$ cat config.mk
export PLATFORM = sky130hd
export DESIGN_NAME = sim_halt_ctrl
export DESIGN_NICKNAME = d
export VERILOG_FILES = /design/src/rtl/sim_halt_ctrl.sv
export SDC_FILE = /design/constraint.sdc
export NUM_CORES = 1
export LEC_CHECK = 0
export ABC_AREA = 0
export BUFFER_PORTS_ARGS = -buffer_cell sky130_fd_sc_hd__buf_2
export CORE_AREA = 10 10 130 132
export CTS_CLUSTER_SIZE = 10
export DETAILED_ROUTE_END_ITERATION = 6
export DIE_AREA = 0 0 140 142
export PLACE_DENSITY = 0.73
export RECOVER_POWER = 100
export SLEW_MARGIN = 20
export SYNTH_ARGS = -nofsm -noshare
export SYNTH_HDL_FRONTEND = slang
export SYNTH_SLANG_ARGS = --single-unit
$ cat constraint.sdc
create_clock -name clk -period 2.6 [get_ports clk]
set_input_delay 0.26 -clock clk [delete_from_list [all_inputs] [get_ports clk]]
set_output_delay 0.26 -clock clk [all_outputs]
set_load 0.02 [all_outputs]
$ cat src/rtl/sim_halt_ctrl.sv
// Run/halt controller between imem and the processor fetch port: forwards
// instructions, freezes the fetch stream on ebreak/ecall/watchdog and reports halt info.
module sim_halt_ctrl #(
    parameter int DRAIN_CYCLES   = 5,
    parameter int TIMEOUT_CYCLES = 100000,
    parameter int HALT_ON_ECALL  = 0,
    parameter int CNT_WIDTH      = 32
) (
    input  logic                 clk,
    input  logic                 reset,
    input  logic [31:0]          ip_inst_addr,
    input  logic                 ip_inst_valid,
    input  logic [31:0]          ip_inst_from_imem,
    output logic [31:0]          op_inst_to_proc,
    output logic                 op_halted,
    output logic                 op_done,
    output logic [1:0]           op_status,
    output logic [31:0]          op_halt_pc,
    output logic [CNT_WIDTH-1:0] op_cycle_count,
    output logic [CNT_WIDTH-1:0] op_fetch_count
);

    localparam logic [31:0] EBREAK_WORD = 32'h0010_0073;
    localparam logic [31:0] ECALL_WORD  = 32'h0000_0073;
    localparam int          DW          = (DRAIN_CYCLES < 1) ? 1 : $clog2(DRAIN_CYCLES + 1);
    localparam logic [CNT_WIDTH-1:0] TIMEOUT_LIMIT = CNT_WIDTH'(TIMEOUT_CYCLES - 1);
    localparam logic [DW-1:0]        DRAIN_LOAD    = DW'(DRAIN_CYCLES);

    typedef enum logic [1:0] {
        ST_RUN   = 2'b00,
        ST_DRAIN = 2'b01,
        ST_DONE  = 2'b10
    } state_t;

    state_t                 state_r;
    logic [31:0]            held_word_r;
    logic [1:0]             status_r;
    logic [31:0]            halt_pc_r;
    logic [DW-1:0]          drain_cnt_r;
    logic [CNT_WIDTH-1:0]   cycle_count_r;
    logic [CNT_WIDTH-1:0]   fetch_count_r;
    logic                   halted_r;
    logic                   done_r;

    logic                   trig_s;
    logic [1:0]             trig_status_s;
    logic                   timeout_s;

    function automatic logic [CNT_WIDTH-1:0] sat_inc(input logic [CNT_WIDTH-1:0] v);
        return (v == {CNT_WIDTH{1'b1}}) ? v : v + CNT_WIDTH'(1);
    endfunction

    // Decode halt triggers from the current imem word; ebreak takes priority.
    always_comb begin
        trig_s        = 1'b0;
        trig_status_s = 2'b00;
        if (ip_inst_valid && (ip_inst_from_imem == EBREAK_WORD)) begin
            trig_s        = 1'b1;
            trig_status_s = 2'b01;
        end else if ((HALT_ON_ECALL != 0) && ip_inst_valid && (ip_inst_from_imem == ECALL_WORD)) begin
            trig_s        = 1'b1;
            trig_status_s = 2'b10;
        end else begin
            trig_s        = 1'b0;
            trig_status_s = 2'b00;
        end
    end

    // Watchdog fires in the cycle the counter reaches its limit minus one.
    always_comb begin
        timeout_s = 1'b0;
        if ((TIMEOUT_CYCLES != 0) && (cycle_count_r == TIMEOUT_LIMIT)) begin
            timeout_s = 1'b1;
        end else begin
            timeout_s = 1'b0;
        end
    end

    // Fetch path: zero-latency pass-through in RUN, frozen trigger word afterwards.
    always_comb begin
        op_inst_to_proc = ip_inst_from_imem;
        if (state_r == ST_RUN) begin
            op_inst_to_proc = ip_inst_from_imem;
        end else begin
            op_inst_to_proc = held_word_r;
        end
    end

    // Run/drain/done state machine with halt capture and performance counters.
    always_ff @(posedge clk or negedge reset) begin
        if (!reset) begin
            state_r       <= ST_RUN;
            held_word_r   <= 32'h0000_0000;
            status_r      <= 2'b00;
            halt_pc_r     <= 32'h0000_0000;
            drain_cnt_r   <= {DW{1'b0}};
            cycle_count_r <= {CNT_WIDTH{1'b0}};
            fetch_count_r <= {CNT_WIDTH{1'b0}};
            halted_r      <= 1'b0;
            done_r        <= 1'b0;
        end else begin
            case (state_r)
                ST_RUN: begin
                    cycle_count_r <= sat_inc(cycle_count_r);
                    if (ip_inst_valid) begin
                        fetch_count_r <= sat_inc(fetch_count_r);
                    end
                    if (trig_s || timeout_s) begin
                        held_word_r <= trig_s ? ip_inst_from_imem : EBREAK_WORD;
                        status_r    <= trig_s ? trig_status_s : 2'b11;
                        halt_pc_r   <= ip_inst_addr;
                        drain_cnt_r <= DRAIN_LOAD;
                        halted_r    <= 1'b1;
                        if (DRAIN_CYCLES == 0) begin
                            state_r <= ST_DONE;
                            done_r  <= 1'b1;
                        end else begin
                            state_r <= ST_DRAIN;
                        end
                    end
                end
                ST_DRAIN: begin
                    cycle_count_r <= sat_inc(cycle_count_r);
                    drain_cnt_r   <= drain_cnt_r - DW'(1);
                    if (drain_cnt_r == DW'(1)) begin
                        state_r <= ST_DONE;
                        done_r  <= 1'b1;
                    end
                end
                ST_DONE: begin
                    state_r <= ST_DONE;
                end
                default: begin
                    state_r  <= ST_RUN;
                    halted_r <= 1'b0;
                    done_r   <= 1'b0;
                end
            endcase
        end
    end

    assign op_halted      = halted_r;
    assign op_done        = done_r;
    assign op_status      = status_r;
    assign op_halt_pc     = halt_pc_r;
    assign op_cycle_count = cycle_count_r;
    assign op_fetch_count = fetch_count_r;

endmodule

======== Word level (Yosys, flattened, before mapping) ========
Cells that the tools add are included.
word-level totals
  output and inout bits ................... 132
  register bits ........................... 137
  bits of input ports ..................... 67
  logic and storage cells ................. 54
cells by class
  eq/ne operators ......................... 9
  bitwise gates (word level) .............. 4
  add/sub/neg operators ................... 3
  reductions and logical operators ........ 14
  mux-type cells .......................... 15
operators by type and width
  cell                                                   count
  adder 32 x 1 -> 32 bit, second input constant          2
  equality test 32 bit, second input constant            2
  2-to-1 mux 32 bit                                      2
  equality test 32 x 17 -> 1 bit, second input constant  1
  equality test 32 x 21 -> 1 bit, second input constant  1
  AND reduction 2 bit                                    6
  2-to-1 mux 2 bit                                       3
  one-hot mux 2 bit (3 select lines)                     1
  one-hot mux 3 bit (2 select lines)                     1
  OR reduction 2 bit                                     3
  2-to-1 mux 1 bit                                       5
  NOT 1 bit                                              4
  one-hot mux 1 bit (2 select lines)                     2
  equality test 3 x 1 -> 1 bit, second input constant    1
  2-to-1 mux 3 bit                                       1
  AND reduction 3 bit                                    1
  subtractor 3 x 1 -> 3 bit, second input constant       1
  equality test 2 x 1 -> 1 bit, second input constant    1
  equality test 2 bit, second input constant             1
  zero test 2 bit                                        1
  != test 2 x 1 -> 1 bit, second input constant          1
  != test 2 bit, second input constant                   1
  nonzero test 2 bit                                     1
  logical AND 1 bit                                      1
  logical OR 1 bit                                       1

======== Depth between registers and ports, before layout ========
  depth in word-level cells ............... 6
  gate-level depth with buffers ........... 9
  mapped depth without buffers ............ 7

======== Worst setup path after synthesis ========
OpenSTA, ideal clock, no wires.
  path type ............................... reg2reg
  from .................................... register cycle_count_r[0], in the netlist op_cycle_count[0]
  to ...................................... register halt_pc_r[1], in the netlist op_halt_pc[1]
  clock period less this slack ............ 2.260 ns
  path buffers ............................ 3
  library setup time ...................... 0.125 ns
  stages on the path, launching flop included .. 10
  slack ................................... 0.340 ns
  required time ........................... 2.475 ns
  arrival time ............................ 2.135 ns
  path through ............................ dfrtp_1 ha_1 and4_1 clkbuf_2 nand4_1 nor4_4 o21ai_2 buf_6 buf_6 mux2_4
on the way
  longest elaborated chain between the ends .. 4
ends and longest elaborated chain
  item                            line  RTL
  from (decl)                     40    logic [CNT_WIDTH-1:0] cycle_count_r;
  from (signal assigned)          97    cycle_count_r <= {CNT_WIDTH{1'b0}};
  from (signal assigned)          104   cycle_count_r <= sat_inc(cycle_count_r);
  from (signal assigned)          123   cycle_count_r <= sat_inc(cycle_count_r);
  equality test 32 x 17 -> 1 bit  72    if ((TIMEOUT_CYCLES != 0) && (cycle_count_r == TIMEOUT_LIMIT)) begin
  2-to-1 mux 1 bit                72
  logical OR 1 bit                108   if (trig_s || timeout_s) begin
  AND reduction 2 bit (no line)   -
  to (signal assigned)            111   halt_pc_r <= ip_inst_addr;
  to (decl)                       38    logic [31:0] halt_pc_r;
Every way passes these cells.
A chain may end at the register's enable or synchronous reset.

======== Worst setup path in the final report ========
  from .................................... register cycle_count_r[19], in the netlist op_cycle_count[19]
  to ...................................... register halt_pc_r[2], in the netlist op_halt_pc[2]
Same word-level chain as after synthesis.

==> impl_metrics.env <==
export IMPL_viasPerCell=5.39
export IMPL_arrival_ps=2750
export IMPL_pwr_share_comb_pct=2.4
export IMPL_grt_max_degree=77
export IMPL_synth_edf_count=0
export IMPL_cts_sinks=137
export IMPL_multi_input_area_um2=2870
export IMPL_die_w_um=140
export IMPL_num_antenna_cells=0
export IMPL_fin_worst_skew_ps=7.93
export IMPL_netlist_area_leader_share_pct=52.7
export IMPL_internal_power_mw=3.93
export IMPL_final_setup_worst_slack_ps=140
export IMPL_worstSetupPathType="reg -> reg"
export IMPL_maxSlewViolCount=76
export IMPL_dp_cells=927
export IMPL_post_cts_buffers=0
export IMPL_fin_nets=837
export IMPL_tightest_slew_ps=1860
export IMPL_vdd_ir_drop_worst_uv=332
export IMPL_p_leak_nw=3.92
export IMPL_timing_slew_headroom_pct=-23.8
export IMPL_fp_dieH_um=142
export IMPL_dieArea_um2=19900
export IMPL_ios=199
export IMPL_numCtsBuffers=17
export IMPL_placed_cell_area_um2=7740
export IMPL_cts_clk_slew_worst_paths_ps=60
export IMPL_fmax_mhz=406
export IMPL_fin_area_um2=8200
export IMPL_drc=0
export IMPL_swShare_pct=20.0
export IMPL_timing_final_crit_share_pct=94.6
export IMPL_place_ws_ps=409
export IMPL_timing_hold_ws_ps=69.7
export IMPL_pwr_share_seq_pct=43.4
export IMPL_max_cap_viol_count=1
export IMPL_grt_first_pass_wirelength_mm=28.9
export IMPL_vias=5178
export IMPL_detailed_place_hpwl_mm=13.1
export IMPL_synth_yosys_warnings=0
export IMPL_start_kind="register"
export IMPL_syn_avg_cell_area_um2=11.7
export IMPL_rsz0062_at_grt="no"
export IMPL_finalCriticalPeriod_ps=2460
export IMPL_cts_tree="done"
export IMPL_routedWlPerCell_um=18.2
export IMPL_power_density_nw_per_um2=600
export IMPL_start_util_pct=45.4
export IMPL_gp_congestion=0.892
export IMPL_antenna_left=0
export IMPL_hold_viol=0
export IMPL_synth_main_ff_cell="dfrtp_1"
export IMPL_track_usage_pct=17.6
export IMPL_hp_class="in -> reg"
export IMPL_ys_types=53
export IMPL_failed_checks="max-capacitance violations, max-slew violations"
export IMPL_fin_tns_setup_ps=0
export IMPL_p_clk_share_pct=54.3
export IMPL_drt_iter0_drc=353
export IMPL_cts_root_buf="clkbuf_16"
export IMPL_drt_pass1_iter_count=7
export IMPL_setup_viol_count_final=0
export IMPL_synth_cell_area_um2=6500
export IMPL_utilization_pct=57.3
export IMPL_synth_seq_cells=137
export IMPL_synthTopCellsByArea="dfrtp_1 (53%), mux2_2 (11%), xnor2_1 (6.1%)"
export IMPL_cp_data_required_time_ps=2890
export IMPL_core_area_um2=14300
export IMPL_fillers=1269
export IMPL_layout_drive_gt1_share_pct=26.3
export IMPL_num_rows=44
export IMPL_power_total_mw=4.92
export IMPL_syn_to_final_growth_pct=26.0
export IMPL_routed_wirelength_mm=17.5
export IMPL_run_status="finished with violations"
export IMPL_power_switching_mw=0.985
export IMPL_antenna_found_initial=0
export IMPL_synth_top_area_cell="dfrtp_1"
export IMPL_clock_latency_ps=420
export IMPL_cp_end_kind="register"
export IMPL_crit_fanout=66
export IMPL_synth_seq_area_share_pct=52.7
export IMPL_syn_nets=631
export IMPL_clockBufferDepth=2
export IMPL_synthArstFlopShare_pct=100
export IMPL_htreeDepth=4
export IMPL_synthCells=557
export IMPL_final_seq_area_um2=3430
export IMPL_numPortBuffers=198
export IMPL_first_global_vias=5674
export IMPL_grt_remaining_overflow=0
export IMPL_stdcell_count=960
[critical path, stage by stage, from the launching register on]
cell and delay [ps]:
dfrtp_1 460, or4_4 580, nor4_1 570, o21ai_4 130, buf_12 200, mux2_1 350
[state kept, by name (all words and copies together) (netlist names)]
name,cells
op_halt_pc,32
op_done,1
held_word_r,32
drain_cnt_r,3
op_status,2
op_halted,1
state_r,2
op_cycle_count,32
op_fetch_count,32
[logic make-up (layout without fill, tap and decap cells)]
kind of cell / count (synthesis) / after routing / synth area share, %
xor+xnor: 60 / 60 / 8.08
simple gates: 224 / 224 / 20.1
fa+ha+maj: 7 / 7 / 1.35
buf+inv: 33 / 252 / 2.23
compound gates: 28 / 28 / 3.39
mux: 68 / 68 / 12.1
flops: 137 / 137 / 52.7
[final timing paths]
check                                 end  cells past startpoint          startpoint  slack, ps
hold / removal              op_halt_pc[2]                      2     ip_inst_addr[2]         70
min in group asynchronous   op_halt_pc[9]                      2               reset        880
max in group asynchronous  op_halt_pc[15]                      3               reset        530
setup / recovery            op_halt_pc[2]                      5  op_cycle_count[19]        140
setup reg to reg            op_halt_pc[2]                      5  op_cycle_count[19]        140
hold reg to reg            held_word_r[0]                      1      held_word_r[0]        470
[cells in the mapped netlist (all sizes together), types with 3 or more instances]
master / number
a21oi: 5
nand2: 30
clkbuf: 15
nor4: 25
xnor2: 45
dfrtp: 137
ha: 7
nor2: 24
inv: 11
xor2: 15
and2: 29
nand2b: 7
nand4: 27
buf: 7
nor3: 10
mux2: 67
o21ai: 7
nand3: 35
nor4b: 3
a31oi: 3
and3: 14
and4: 7
[metal layers]
layer	up-vias	global-route usage (%)	part of all wire [%]
met2	200	28.3	48
met5	-	0	0
met1	2536	21.0	42
met3	26	6.91	8.5
met4	0	6.14	1.8
li1	2416	-	-
[cells in the final DEF, fill, tap and decap left out, drive strengths merged, types with 7 or more instances in the layout]
| cell type | Yosys | layout |
|---|---|---|
| xnor2 | 45 | 45 |
| nand2 | 30 | 30 |
| nand3 | 35 | 35 |
| ha | 7 | 7 |
| buf | 7 | 73 |
| o21ai | 7 | 7 |
| nor4 | 25 | 25 |
| inv | 11 | 11 |
| nor3 | 10 | 10 |
| nor2 | 24 | 24 |
| nand2b | 7 | 7 |
| and3 | 14 | 14 |
| mux2 | 67 | 67 |
| dfrtp | 137 | 137 |
| clkbuf | 15 | 156 |
| xor2 | 15 | 15 |
| and4 | 7 | 7 |
| nand4 | 27 | 27 |
| and2 | 29 | 29 |
[repair_timing]
action	in CTS	in global routing
hold endpoints to repair	74	0
hold buffers	1	0
resized for setup	0	1
endpoints found under the setup margin	0	32
[cell type report]
type / instances / area share [%]
well taps: 184 / 2.81
multi-input cells: 387 / 35.1
clock buffers: 21 / 5.62
repair buffers: 209 / 11.8
clock inverters: 11 / 2.37
inverters: 11 / 0.504
flip-flops and latches: 137 / 41.8
[power by group through the flow]
stage / clock network, mW / logic (mW) / registers [mW]
after detailed placement: 0 / 0.121 / 2.17
after global placement: 0 / 0.114 / 2.17
after CTS: 2.72 / 0.122 / 2.13
after global routing: 2.83 / 0.133 / 2.13
after floorplan: 0 / 0.00694 / 2.17
final: 2.67 / 0.116 / 2.13
Power figures use the tool's default switching activity.
